**src/rtl/game_timer_bcd.sv**
```systemverilog
// N-digit BCD game timer: start/pause/resume, up or down count, expiry pulse and low-time warning.
// Optional feature: define TIMER_BONUS_EN to add the bonus input and saturating BCD time adder.
module game_timer_bcd #(
   parameter int                        CLK_FREQ   = 100_000_000,
   parameter int                        TICK_HZ    = 1,
   parameter int                        NUM_DIGITS = 2,
   parameter logic [4*NUM_DIGITS-1:0]   WARN_BCD   = 'h10,
   parameter logic [4*NUM_DIGITS-1:0]   BONUS_BCD  = 'h05
) (
   input  logic                      clk,
   input  logic                      rst,
   input  logic                      load,
   input  logic [4*NUM_DIGITS-1:0]   load_bcd,
   input  logic                      start,
   input  logic                      pause,
   input  logic                      mode_up,
`ifdef TIMER_BONUS_EN
   input  logic                      bonus,
`endif
   output logic [4*NUM_DIGITS-1:0]   digits,
   output logic                      running,
   output logic                      expired,
   output logic                      warn
);

   localparam int W     = 4 * NUM_DIGITS;
   localparam int DIV   = CLK_FREQ / TICK_HZ;
   localparam int DIV_W = (DIV > 1) ? $clog2(DIV) : 1;
   localparam logic [DIV_W-1:0] DIV_LAST = DIV_W'(DIV - 1);

   typedef enum logic [1:0] {S_IDLE, S_RUN, S_PAUSED, S_DONE} state_t;

   function automatic logic [W-1:0] all_nines();
      logic [W-1:0] r;
      r = '0;
      for (int i = 0; i < NUM_DIGITS; i++) r[4*i +: 4] = 4'd9;
      return r;
   endfunction

   localparam logic [W-1:0] ALL9 = all_nines();

   function automatic logic bcd_legal(input logic [W-1:0] v);
      logic ok;
      ok = 1'b1;
      for (int i = 0; i < NUM_DIGITS; i++)
         if (v[4*i +: 4] > 4'd9) ok = 1'b0;
      return ok;
   endfunction

   function automatic logic [W-1:0] bcd_clamp(input logic [W-1:0] v);
      logic [W-1:0] r;
      r = v;
      for (int i = 0; i < NUM_DIGITS; i++)
         if (v[4*i +: 4] > 4'd9) r[4*i +: 4] = 4'd9;
      return r;
   endfunction

   function automatic logic [W-1:0] bcd_dec(input logic [W-1:0] v);
      logic [W-1:0] r;
      logic         borrow;
      r      = v;
      borrow = 1'b1;
      for (int i = 0; i < NUM_DIGITS; i++) begin
         if (borrow) begin
            if (v[4*i +: 4] == 4'd0) begin
               r[4*i +: 4] = 4'd9;
            end else begin
               r[4*i +: 4] = v[4*i +: 4] - 4'd1;
               borrow      = 1'b0;
            end
         end
      end
      return r;
   endfunction

   function automatic logic [W-1:0] bcd_inc(input logic [W-1:0] v);
      logic [W-1:0] r;
      logic         carry;
      r     = v;
      carry = 1'b1;
      for (int i = 0; i < NUM_DIGITS; i++) begin
         if (carry) begin
            if (v[4*i +: 4] == 4'd9) begin
               r[4*i +: 4] = 4'd0;
            end else begin
               r[4*i +: 4] = v[4*i +: 4] + 4'd1;
               carry       = 1'b0;
            end
         end
      end
      return r;
   endfunction

`ifdef TIMER_BONUS_EN
   // Ripple BCD add; a carry out of the top digit saturates to all-9s.
   function automatic logic [W-1:0] bcd_add_sat(input logic [W-1:0] a, input logic [W-1:0] b);
      logic [W-1:0] r;
      logic [4:0]   s;
      logic         carry;
      r     = '0;
      carry = 1'b0;
      for (int i = 0; i < NUM_DIGITS; i++) begin
         s = {1'b0, a[4*i +: 4]} + {1'b0, b[4*i +: 4]} + {4'd0, carry};
         if (s > 5'd9) begin
            s     = s - 5'd10;
            carry = 1'b1;
         end else begin
            carry = 1'b0;
         end
         r[4*i +: 4] = s[3:0];
      end
      if (carry) r = ALL9;
      return r;
   endfunction
`endif

   if (DIV < 2 || !bcd_legal(WARN_BCD) || !bcd_legal(BONUS_BCD)) begin : g_bad_param
      $error("game_timer_bcd: DIV must be >= 2 and WARN_BCD/BONUS_BCD must be legal BCD");
   end

   state_t             state_q, state_nxt;
   logic [W-1:0]       digits_q, count_nxt, count_step;
   logic [DIV_W-1:0]   div_q;
   logic               mode_q;
   logic               expired_q;
   logic               tick;
   logic               count_terminal;
   logic               start_terminal;
   logic               bonus_ok;

   // Count datapath: the value the digits take on this edge if nothing overrides it.
   always_comb begin
      tick       = (state_q == S_RUN) && !pause && (div_q == DIV_LAST);
      count_step = mode_q ? bcd_inc(digits_q) : bcd_dec(digits_q);
      bonus_ok   = 1'b0;
`ifdef TIMER_BONUS_EN
      bonus_ok   = bonus && !mode_q && ((state_q == S_RUN) || (state_q == S_PAUSED));
`endif
      count_nxt  = tick ? count_step : digits_q;
`ifdef TIMER_BONUS_EN
      if (bonus_ok) count_nxt = bcd_add_sat(count_nxt, BONUS_BCD);
`endif
      count_terminal = mode_q  ? (count_nxt == ALL9) : (count_nxt == '0);
      start_terminal = mode_up ? (digits_q == ALL9)  : (digits_q == '0);
   end

   always_ff @(posedge clk) begin
      if (rst) state_q <= S_IDLE;
      else     state_q <= state_nxt;
   end

   always_comb begin
      state_nxt = state_q;
      if (load) begin
         state_nxt = S_IDLE;
      end else begin
         case (state_q)
            S_IDLE:   if (start) state_nxt = start_terminal ? S_DONE : S_RUN;
            S_RUN:    if (pause) state_nxt = S_PAUSED;
                      else if (tick && count_terminal) state_nxt = S_DONE;
            S_PAUSED: if (start) state_nxt = S_RUN;
            default:  state_nxt = state_q;
         endcase
      end
   end

   // Divider, digits, latched mode and the expiry pulse register.
   always_ff @(posedge clk) begin
      if (rst) begin
         digits_q  <= '0;
         div_q     <= '0;
         mode_q    <= 1'b0;
         expired_q <= 1'b0;
      end else begin
         expired_q <= (state_nxt == S_DONE) && (state_q != S_DONE);
         if (load) begin
            digits_q <= bcd_clamp(load_bcd);
            div_q    <= '0;
         end else begin
            digits_q <= count_nxt;
            case (state_q)
               S_IDLE: begin
                  div_q <= '0;
                  if (start) mode_q <= mode_up;
               end
               S_RUN: begin
                  // The cycle that takes a pause does not advance the fractional tick.
                  if (!pause) div_q <= tick ? '0 : div_q + 1'b1;
               end
               default: div_q <= div_q;
            endcase
         end
      end
   end

   always_comb begin
      digits  = digits_q;
      running = (state_q == S_RUN);
      expired = expired_q;
      warn    = ((state_q == S_RUN) || (state_q == S_PAUSED)) && !mode_q &&
                (digits_q != '0) && (digits_q <= WARN_BCD);
   end

endmodule
```
**config.mk**
```make
export PLATFORM = sky130hd
export DESIGN_NAME = game_timer_bcd
export DESIGN_NICKNAME = d
export VERILOG_FILES = /design/src/rtl/game_timer_bcd.sv
export SDC_FILE = /design/constraint.sdc
export NUM_CORES = 1
export LEC_CHECK = 0
export ABC_AREA = 1
export CORE_ASPECT_RATIO = 1.2
export CORE_MARGIN = 2
export CORE_UTILIZATION = 49
export CTS_CLUSTER_DIAMETER = 150
export CTS_CLUSTER_SIZE = 25
export DETAILED_ROUTE_END_ITERATION = 12
export GPL_TIMING_DRIVEN = 1
export PLACE_DENSITY = 0.65
export SETUP_SLACK_MARGIN = 0.15
export SLEW_MARGIN = 10
export SYNTH_ARGS = -nofsm -noshare
export SYNTH_HDL_FRONTEND = slang
export SYNTH_SLANG_ARGS = --single-unit
```
**constraint.sdc**
```tcl
create_clock -name clk -period 2.4 [get_ports clk]
set_input_delay 0.24 -clock clk [delete_from_list [all_inputs] [get_ports clk]]
set_output_delay 0.24 -clock clk [all_outputs]
set_load 0.03 [all_outputs]
```
==> impl_metrics.csv <==
group,metric,value,unit
yosys,synthCells,491,
layout,multiInputGateArea,1910,um^2
timing,slew_violations,0,
layout,area_growth,19.8,%
timing,finalCritPeriodShare,89.2,%
critical_path,worstPathRequired,2.16,ns
cts,htreeDepth,2,
layout,diodes,0,
timing,fin_crit,2.14,ns
cts,cts_num_sinks,39,
yosys,synth_adder_area_share,2.13,%
timing,setup_tns,0,ns
yosys,synthesis.nets,510,
global_route,grt_usage,26.5,%
floorplanning,num_rows,30,
yosys,synth-compound-area-share,16.1,%
layout,regArea,785,um^2
timing,maxSlewHeadroom,77.5,%
outcome,status,"finished clean",
cts,cts_tree,"yes",
timing,worst_pin_slew,0.335,ns
timing,skew,0.00673,ns
detailed_routing,drc_errors,0,
floorplanning,initial_core_util,51.4,%
placed_design,placed_cells,598,
timing,setup_viol,0,
global_route,grt_max_degree,21,
cts,cts_root_buffer,"clkbuf_8",
timing,final-hold-violation-count,0,
global_route,grt_pass1_wl,13700,um
cts,cts_buffers,5,
layout,instances_no_fill,606,
cts,postCtsHoldBufs,0,
timing,rsz0062_at_grt,"true",
critical_path,worstPathMaxFanout,5,
yosys,synth-xor-area-share,0.597,%
yosys,yosys.area.top_type_share,26.6,%
critical_path,critPathKind,"reg -> out",
min_path,min_path_cells,1,
critical_path,critPathLaunchType,"flip-flop",
yosys,yosys_register_bits,39,
cts,clk_pin_slew,0.08,ns
detailed_routing,drtIter0Drc,210,
yosys,yosysWarnings,0,
detailed_routing,dr_wl_met3,401,um
detailed_routing,routed_wl,8400,um
placed_design,io_buffers,24,
flow_run,maxCapViolations,0,
placed_design,place_congestion,0.941,
power,irDropWorstVdd,0.350,mV
detailed_routing,vias_per_cell,5.35,
layout,final_layout_size_suffix_gt1_share,13.5,%
layout,fin_util,61.6,%
cts,post-cts-setup-buffer-count,0,
critical_path,end_kind,"output pin",
power,finalPower,1.46,mW
yosys,synth_area_leaders,"dfxtp_1 27%, nand2_1 19%, inv_1 7.9%, nor2_1 5.8%, o21ai_0 5.3%",
floorplanning,die_y,88.8,um
timing,fmax,467,MHz
critical_path,arrival,1.90,ns
global_route,grt_pass1_vias,2984,
power,p_leak,1.33,nW
floorplanning,boundaryPins,25,
critical_path,rr_worst_depth,18,
min_path,hp-class,"reg -> reg",
detailed_routing,drt-pass1-iter-count,5,
global_route,antenna_found_initial,0,
floorplanning,dieArea,6630,um^2
detailed_routing,wl_per_cell,13.9,um
yosys,synth_area,2930,um^2
yosys,ys_types,36,
global_route,overflow,0,
detailed_routing,vias,3240,
floorplanning,die_width,74.6,um
yosys,synth_top_family_by_area,"simple AND/OR/NAND/NOR gates",
yosys,yosysSeqAreaShare,26.6,%
detailed_routing,ant_nets,0,
cts,insertion_delay,0.29,ns
yosys,muxShareOfSynthArea,0,%
floorplanning,core,5710,um^2
yosys,synth.avg_cell_area,5.98,um^2
detailed_routing,wl_met1,3470,um
detailed_routing,dr_wl_met2,4300,um
placed_design,dp_hpwl,6440,um
yosys,yosysTopAreaCell,"dfxtp_1",
cts,clk_path_buf_depth,2,
detailed_routing,highest_layer,"met4",
layout,fillers,601,
power,power.density,416,nW/um^2
yosys,yosys.area_share.simple,44.1,%
layout,nets,544,
-- placed cells by master, fill, tap and decap left out, types with 11 or more instances in the layout --
cell type          n
a21oi_1           30
nand2_2           11
dfxtp_1           36
nand3_1           27
nor2_1            43
o21ai_0           31
buf_4             13
inv_1             61
nand2_1          150
clkdlybuf4s50_1   23
-- synth_stat cells --
library cell,count
nand2_1,151
inv_1,62
nor2_1,45
dfxtp_1,39
o21ai_0,31
a21oi_1,30
nand3_1,28
nand2_2,10
nand4_1,9
clkbuf_1,8
nor2_2,7
nor3_1,7
nor4_1,7
a221oi_1,5
a31oi_1,5
ha_1,5
inv_2,5
nand3_2,5
nor2_4,5
buf_2,3
clkinv_1,3
nor3_2,3
a211oi_1,2
nand3b_1,2
o21ai_1,2
xor2_1,2
a2111oi_0,1
a21o_1,1
a311oi_1,1
a32o_1,1
nor3_4,1
o211ai_1,1
o221ai_1,1
o311ai_0,1
o31ai_1,1
or4_1,1
-- path summary, 6_finish.rpt --
check	slack, ns	from	end
worst max register to register	0.28	state_q[1]	expired
worst max-delay path	0.26	state_q[0]	warn
worst min-delay path	0.48	div_q[0]	div_q[0]
worst min register to register	0.48	div_q[0]	div_q[0]
-- power by group --
group,leakage (nW),internal [mW],switching (mW)
Combinational,0.960,0.111,0.183
Clock,0.0515,0.263,0.229
Sequential,0.317,0.658,0.0177
-- state kept, by name, summed over array words and instances, names as in the netlist --
register / flops
digits: 8
div_q: 27
mode_q: 1
state_q: 2
expired: 1
-- worst max-delay path: stages, from the launching register on --
cell,delay (ns)
dfxtp_1,0.41
inv_1,0.13
ha_1,0.31
nand2_1,0.07
a2111oi_2,0.25
dlygate4sd2_1,0.43
-- per-stage QoR --
| stage | hold WS (ns) | worst slack (ns) | cell area (um^2) |
|---|---|---|---|
| after floorplan | 0.379 | 0.249 | 2940 |
| after global placement | 0.473 | 0.0928 | 3350 |
| after detailed placement | 0.485 | 0.0732 | 3350 |
| after CTS | 0.496 | 0.151 | 3460 |
| after global routing | 0.499 | 0.117 | 3510 |
| final | 0.482 | 0.259 | 3510 |
-- layer usage --
metal | GRT usage [%] | vias to the layer above
met5 | 0 | -
met4 | 9.09 | 0
met3 | 3.08 | 19
met2 | 47.9 | 109
met1 | 32.2 | 1437
li1 | - | 1675
-- cell families after synthesis --
logic type,after synthesis
AOI/OAI and AO/OA,83
xor gates and xnor gates,2
adders and majority gates,5
buffers and inverters,81
DFF,39
and+or+nand+nor,281
-- final cells by class --
type | count | share of cell area, %
Clock buffer | 8 | 2.85
Inverter | 70 | 7.58
Multi-Input combinational cell | 371 | 54.3
Sequential cell | 39 | 22.3
Tap cell | 80 | 2.85
Timing Repair Buffer | 38 | 10.1
-- timing repair --
| action | CTS | global route |
|---|---|---|
| resized for setup | 4 | 13 |
| endpoints found under the setup margin | 4 | 9 |
| pin swaps | 1 | 2 |
Note: power is estimated with default switching activity, not from simulation.
